==> config.mk <==
export PLATFORM = sky130hd
export DESIGN_NAME = cfg_regbank
export DESIGN_NICKNAME = d
export VERILOG_FILES = /design/src/rtl/cfg_regbank.sv
export SDC_FILE = /design/constraint.sdc
export NUM_CORES = 2
export LEC_CHECK = 0
export ABC_AREA = 1
export CAP_MARGIN = 30
export CORE_AREA = 5 5 439 441
export CTS_CLUSTER_SIZE = 8
export DETAILED_ROUTE_END_ITERATION = 10
export DIE_AREA = 0 0 444 446
export DONT_BUFFER_PORTS = 1
export PLACE_DENSITY = 0.44
export SYNTH_ARGS = -nofsm -noshare
export SYNTH_HDL_FRONTEND = slang
export SYNTH_SLANG_ARGS = --single-unit
export TNS_END_PERCENT = 100
==> constraint.sdc <==
create_clock -name axi_clk -period 1.9 [get_ports axi_clk]
set_input_delay 0.38 -clock axi_clk [delete_from_list [all_inputs] [get_ports axi_clk]]
set_output_delay 0.38 -clock axi_clk [all_outputs]
set_load 0.03 [all_outputs]
==> src/rtl/cfg_regbank.sv <==
// Configuration register bank with per-channel stream beat counters mapped into the word space.
// Single clock, asynchronous active-low reset, one-cycle registered read port.
module cfg_regbank #(
  parameter int unsigned CFG_AWIDTH = 5,
  parameter int unsigned CFG_DWIDTH = 32,
  parameter int unsigned CHANNELS   = 2,
  parameter int unsigned CNT_BASE   = 2,
  parameter int unsigned CNT_WIDTH  = 32,
  parameter int unsigned CNT_SAT    = 1
) (
  input  logic                                   axi_clk,
  input  logic                                   axi_rst_n,
  input  logic [CFG_AWIDTH-1:0]                  cfg_wr_addr,
  input  logic [CFG_DWIDTH-1:0]                  cfg_wr_data,
  input  logic                                   cfg_wr_en,
  input  logic [CFG_AWIDTH-1:0]                  cfg_rd_addr,
  input  logic                                   cfg_rd_en,
  output logic [CFG_DWIDTH-1:0]                  cfg_rd_data,
  output logic                                   cfg_rd_valid,
  output logic [CFG_DWIDTH*(2**CFG_AWIDTH)-1:0]  cfg_regs,
  output logic [(2**CFG_AWIDTH)-1:0]             cfg_strobe,
  input  logic [CHANNELS-1:0]                    mon_valid,
  input  logic [CHANNELS-1:0]                    mon_ready
);

  localparam int unsigned NWORDS = 2**CFG_AWIDTH;

  logic [CFG_DWIDTH-1:0] hold_q [NWORDS];
  logic [CNT_WIDTH-1:0]  cnt_q  [CHANNELS];
  logic [CNT_WIDTH-1:0]  cnt_d  [CHANNELS];
  logic [NWORDS-1:0]     strobe_q;
  logic [CFG_DWIDTH-1:0] rd_data_q;
  logic                  rd_valid_q;
  logic [CFG_DWIDTH-1:0] rd_word;
  logic                  wr_is_cnt;

  always_comb begin
    wr_is_cnt = 1'b0;
    for (int unsigned k = 0; k < CHANNELS; k++) begin
      if (cfg_wr_addr == CFG_AWIDTH'(CNT_BASE + k)) wr_is_cnt = 1'b1;
    end
  end

  // A clear (write to the counter address) takes priority over a beat on the same edge.
  always_comb begin
    for (int unsigned k = 0; k < CHANNELS; k++) begin
      cnt_d[k] = cnt_q[k];
      if (cfg_wr_en && (cfg_wr_addr == CFG_AWIDTH'(CNT_BASE + k))) begin
        cnt_d[k] = '0;
      end else if (mon_valid[k] && mon_ready[k]) begin
        if (!((CNT_SAT != 0) && (&cnt_q[k]))) cnt_d[k] = cnt_q[k] + CNT_WIDTH'(1);
      end
    end
  end

  always_comb begin
    rd_word = hold_q[cfg_rd_addr];
    for (int unsigned k = 0; k < CHANNELS; k++) begin
      if (cfg_rd_addr == CFG_AWIDTH'(CNT_BASE + k)) rd_word = CFG_DWIDTH'(cnt_q[k]);
    end
  end

  // Counter-slot hold words are never written, so they stay at their reset value of 0.
  always_ff @(posedge axi_clk or negedge axi_rst_n) begin
    if (!axi_rst_n) begin
      for (int unsigned i = 0; i < NWORDS; i++) hold_q[i] <= '0;
    end else if (cfg_wr_en && !wr_is_cnt) begin
      hold_q[cfg_wr_addr] <= cfg_wr_data;
    end
  end

  always_ff @(posedge axi_clk or negedge axi_rst_n) begin
    if (!axi_rst_n) begin
      for (int unsigned k = 0; k < CHANNELS; k++) cnt_q[k] <= '0;
    end else begin
      for (int unsigned k = 0; k < CHANNELS; k++) cnt_q[k] <= cnt_d[k];
    end
  end

  always_ff @(posedge axi_clk or negedge axi_rst_n) begin
    if (!axi_rst_n) begin
      strobe_q   <= '0;
      rd_data_q  <= '0;
      rd_valid_q <= 1'b0;
    end else begin
      strobe_q   <= cfg_wr_en ? (NWORDS'(1) << cfg_wr_addr) : '0;
      rd_valid_q <= cfg_rd_en;
      rd_data_q  <= cfg_rd_en ? rd_word : '0;
    end
  end

  for (genvar i = 0; i < NWORDS; i++) begin : g_regs
    assign cfg_regs[i*CFG_DWIDTH +: CFG_DWIDTH] = hold_q[i];
  end

  assign cfg_strobe   = strobe_q;
  assign cfg_rd_data  = rd_data_q;
  assign cfg_rd_valid = rd_valid_q;

endmodule

# Yosys cells after proc, flatten, opt, wreduce, memory -nomap -nowiden
# Index checks and enable logic that the tools add are counted.
dict set report word_totals {
  ff_bits 1153
  input_bits 50
  output_inout_bits 1089
  wordCells 82
}
dict set report op_classes {
  n_addsub 2
  n_lt_le_gt_ge 3
  n_eq_ne 6
  n_shift 1
  n_mux 18
  bitwise_logic 2
  reduce_logical 13
}
# operator n
set ops {}
lappend ops {{$bwmux 1024} 1}
lappend ops {{$mux 32} 13}
lappend ops {{$bmux 32 s5} 1}
lappend ops {{$demux 32 s5} 1}
lappend ops {{$add 32x1->32 const B} 2}
lappend ops {{$reduce_and 32->1} 2}
lappend ops {{$shl 1x5->32 const A} 1}
lappend ops {{$eq 5x2->1 const B} 4}
lappend ops {{$ge 6x6->1 const B} 2}
lappend ops {{$not 5->6} 2}
lappend ops {{$logic_and 1x1->1} 6}
lappend ops {{$lt 6x1->1 const B} 1}
lappend ops {{$ne 2x2->1 const B} 2}
lappend ops {{$reduce_and 2->1} 2}
lappend ops {{$reduce_bool 2->1} 2}
lappend ops {{$mux 1} 2}
lappend ops {{$logic_not 1->1} 1}

# Depth between registers and ports, before layout
dict set report depth {
  ltp_word 7
  ltp_mapped 16
  ltp_nobuf 13
}

# Worst setup path after synthesis
# Ideal clock, no wire load.
dict set report synth_path {
  path_kind {register to register}
  startpoint {register cnt_q[0] (netlist name)}
  endpoint {register cnt_q[0] (netlist name)}
  setup_ps 127
  t_arrival_ps 1591
  t_required_ps 1773
  path_slack_ps 182
  path_stages_with_launch 12
  path_buffers 1
  synth_period_minus_slack_ps 1718
  cell_sequence {dfrtp_1 -> ha_1 -> nand3_2 -> inv_1 -> nand2_1 -> nor2_1 -> nand3_1 -> nand2_2 -> inv_2 -> buf_6 -> nand3_1 -> o21ai_0}
}
dict set report synth_between {
  elab_chain_cells 4
  word_cells_on_any_way 7
  cone_classes {add/sub (1); eq/ne (1); mux (3); reduce/logical (2)}
}
# item line_no
set synth_lines {}
lappend synth_lines {{start, declared} 29} ;# logic [CNT_WIDTH-1:0] cnt_q [CHANNELS];
lappend synth_lines {{$add 32x1->32} 51} ;# if (!((CNT_SAT != 0) && (&cnt_q[k]))) cnt_d[k] = cnt_q[k] + CNT_WIDTH'(1);
lappend synth_lines {{$mux 32} 51}
lappend synth_lines {{$mux 32} 50} ;# end else if (mon_valid[k] && mon_ready[k]) begin
lappend synth_lines {{$mux 32} 48} ;# if (cfg_wr_en && (cfg_wr_addr == CFG_AWIDTH'(CNT_BASE + k))) begin
# Parallel ways exist; a longest one is shown, timed or not. The select of a mux whose other input is x is not followed.
# A chain may end at the register's enable or synchronous reset.

# Final worst setup path
dict set report layout_path {
  startpoint {input cfg_rd_addr[0]}
  endpoint {register rd_data_q[25], in the netlist cfg_rd_data[25]}
}
dict set report layout_between {
  elab_chain_cells 7
  word_cells_on_any_way 9
  cone_classes {eq/ne (2); mux (6); bitwise (1)}
}
# item line_no
set layout_lines {}
lappend layout_lines {{start, declared} 16} ;# input logic [CFG_AWIDTH-1:0] cfg_rd_addr,
lappend layout_lines {{$not 5->6 (implied by the code)} 57} ;# rd_word = hold_q[cfg_rd_addr];
lappend layout_lines {{$bmux 32 s5} 57}
lappend layout_lines {{$mux 32 (implied by the code) (2 in a row)} 57}
lappend layout_lines {{$mux 32} 59} ;# if (cfg_rd_addr == CFG_AWIDTH'(CNT_BASE + k)) rd_word = CFG_DWIDTH'(cnt_q[k]);
lappend layout_lines {{$mux 32 (*)} 59}
lappend layout_lines {{$mux 32 (*)} 88} ;# rd_data_q <= cfg_rd_en ? rd_word : '0;
lappend layout_lines {{end signal, assigned} 88}
lappend layout_lines {{end, declared} 32} ;# logic [CFG_DWIDTH-1:0] rd_data_q;
# Every way passes the cells marked *; elsewhere a longest branch is shown, timed or not. The select of a mux whose other input is x is not followed.

==> flow_metrics.py <==
metrics = {
    "synthesis": {
        "yosys_warnings": 0,
        "synth_cell_types": 31,
        "synthTopCellsByCount": "nand2_1 (2543), dfrtp_1 (1153), o21ai_0 (905), inv_1 (762), nand3_1 (483)",
        "yosys_register_bits": 1153,
        "synthDominantCellAreaShare_pct": 52.5,
        "synth-async-reset-ratio_pct": 100,
        "synthCells": 7283,
        "synth_enable_flop_cells": 0,
        "syn_area_per_cell_um2": 7.54,
        "syn_nets": 7335,
        "synth_most_common_cell": "nand2_1",
        "yosys.area.top_type": "dfrtp_1",
        "synth_area_um2": 54900,
        "ys_seq_area_share_pct": 52.5,
        "synth_ff_type": "dfrtp_1",
        "synth.area.top_cells": "dfrtp_1 (53%), nand2_1 (17%), o21ai_0 (8.2%)",
    },
    "worst_setup_path": {
        "worst_setup_path_start_kind": "input port",
        "critical_path_class": "in2reg",
        "crit_required_ns": 2.62,
        "cp_slowest_cell": "nor2_4",
        "end_kind": "register",
        "crit_fanout": 431,
        "critical_path.cell_chain": "nor2_4, buf_4, buf_4, buf_12, nand2_1, nand3_1, nand3_1, nand2_1, nand3_2, a21oi_4",
        "cp.arrival_ns": 3.15,
        "cpPeakStageDelay_ns": 0.59,
    },
    "timing": {
        "max_slew_margin_pct": -11.1,
        "fin_ws_ns": -0.526,
        "max_freq_mhz": 412,
        "setup_viol": 33,
        "finClkSkew_ns": 0.0303,
        "rsz0062_at_grt": "yes",
        "hold_violations": 544,
        "post-route-period-util_pct": 128,
        "holdWs_ns": -0.749,
        "finalMaxSlewViolations": 88,
        "tns_ns": -12.71,
        "finalCriticalPeriod_ns": 2.43,
        "worst_slew_pin_slew_ns": 1.67,
    },
    "pwr": {
        "peakVddDrop_v": 0.000956,
        "p_sw_share_pct": 41.4,
        "power.density_nw_per_um2": 1270,
        "p_sw_w": 0.0382,
        "p_int_w": 0.0541,
        "seqPwrFrac_pct": 38.3,
        "p_leak_nw": 35.4,
        "power_w": 0.0923,
        "clock_power_share_pct": 29.6,
        "combPwrFrac_pct": 32.1,
    },
    "layout": {
        "utilization_pct": 38.4,
        "stdcell_count": 10742,
        "multi_input_comb_area_um2": 20900,
        "regArea_um2": 28900,
        "fillers": 19498,
        "drive_gt1_share_pct": 20.0,
        "nets": 8247,
        "areaGrowthSynthToFinish_pct": 32.0,
    },
    "outcome": {
        "status": "complete, but fails checks",
        "failed_checks": "negative hold slack, max-slew violations, negative setup slack",
    },
    "worst_hold_path": {
        "min_path_type": "in2async",
    },
    "grt": {
        "grt_max_degree": 432,
        "grt_usage_pct": 31.5,
        "first_global_vias": 51706,
        "overflow": 0,
        "antenna_found_initial": 16,
        "grt_pass1_wl_um": 436000,
    },
    "clock_network": {
        "clock_path_buffers": 3,
        "cts_buffers": 164,
        "path_clk_slew_ns": 0.05,
        "insertion_delay_ns": 0.84,
        "cts_hold_buf": 102,
        "cts_sinks": 1153,
        "cts_max_level": 4,
        "cts_tree": "built",
        "cts-root-buf": "clkbuf_16",
    },
    "job": {
        "maxCapViolations": 0,
    },
    "floorplan": {
        "ios": 1139,
        "initial_core_util_pct": 29.1,
        "die_w_um": 444,
        "die_area_um2": 198000,
        "floorplan.die.height_um": 446,
        "num_rows": 160,
        "core_um2": 189000,
    },
    "detailed_routing": {
        "wl_um": 322000,
        "drt-initial-drc-count": 5538,
        "vias": 54050,
        "wl_per_cell_um": 30.0,
        "route.detailed.drc": 0,
        "dr.pass1.iters": 6,
        "vias_per_cell": 5.03,
        "final_antenna_net_count": 0,
    },
    "placed_design": {
        "dp.cells": 10433,
        "post-dp-hpwl_um": 238000,
        "port_buffers": 0,
        "gp_congestion": 0.936,
    },
}
layer usage:
metal / GRT usage, % / share of wire, % / vias to the layer above
met2: 51.8 / 47 / 2449
met3: 8.44 / 8.4 / 605
li1: - / - / 24501
met1: 36.4 / 37 / 26491
met4: 19.7 / 7.7 / 4
met5: 0 / 0.0084 / -
placed cells by master (no fill, tap or decap), types with 19 or more instances in the layout:
cell type / Yosys / routed
a21oi_1: 221 / 216
buf_12: 0 / 126
buf_4: 14 / 1083
buf_6: 8 / 35
clkbuf_16: 0 / 165
dfrtp_1: 1153 / 1080
dfrtp_2: 0 / 73
dlygate4sd3_1: 0 / 69
inv_1: 762 / 758
inv_2: 26 / 23
nand2_1: 2543 / 2542
nand3_1: 483 / 465
nand3_2: 3 / 20
nand4_1: 89 / 89
nor2_1: 386 / 349
nor2_4: 5 / 30
nor3_1: 34 / 25
o21ai_0: 905 / 904
o21ai_1: 32 / 33
xor2_1: 19 / 19
power by group through the flow:
stage                     logic [W]  clock network, W  registers (W)
after CTS                    0.0298            0.0278         0.0352
after global routing         0.0313            0.0286         0.0358
final                        0.0297            0.0273         0.0354
after global placement       0.0287                 0         0.0354
after floorplan             0.00739                 0         0.0420
after detailed placement     0.0288                 0         0.0355
final cells by class:
class / instances / area share [%]
flip-flops and latches: 1153 / 39.9
multi-input cells: 4763 / 28.9
repair buffers: 1324 / 16.6
clock buffers: 175 / 5.80
well taps: 2511 / 4.33
inverters: 789 / 4.12
clock inverters: 17 / 0.318
diodes: 10 / 0.0345
through the flow:
stage,setup slack (ns),cell area [µm²]
CTS,-0.0851,72200
finish,-0.526,72500
floorplan,0.182,54900
global route,-0.0553,72500
detailed placement,-1.54,66100
global placement,-1.52,66100
registers in the layout (all words and copies together) (netlist names):
name,cells
cfg_regs,1024
cnt_q,64
cfg_rd_data,32
cfg_strobe,32
cfg_rd_valid,1
final timing paths:
kind                           startpoint               to  slack (ns)  cells past startpoint
max                        cfg_rd_addr[0]  cfg_rd_data[25]       -0.53                     10
min                             axi_rst_n    cfg_regs[290]       -0.75                      0
max reg2reg                 cfg_regs[388]   cfg_rd_data[4]       -0.04                     11
min reg2reg                     cnt_q[41]        cnt_q[41]        0.52                      2
max in group asynchronous       axi_rst_n    cfg_regs[219]        0.17                      2
min in group axi_clk       cfg_wr_data[2]    cfg_regs[706]        0.04                      2
cell families after synthesis:
logic type	count (synthesis)	synth area share, %
xor gates and xnor gates	20	0.319
buffers and inverters	1367	10.1
and+or+nand+nor	3579	26.4
AOI/OAI and AO/OA	1162	10.6
DFF	1153	52.5
adders and majority gates	2	0.0456
repair_timing:
item                        CTS  global route
hold endpoints to repair   1314           544
gates cloned                  2             1
gates resized for setup     104            68
buffers inserted              4             3
setup endpoints to repair   307           205
pin swaps                     0             4
critical path: cells and delay by family:
| family | cells | cell delay (ns) |
|---|---|---|
| buf+inv | 3 | 0.48 |
| simple gates | 6 | 1.32 |
| compound gates | 1 | 0.27 |
No activity file was read; power rests on OpenSTA's default activity.
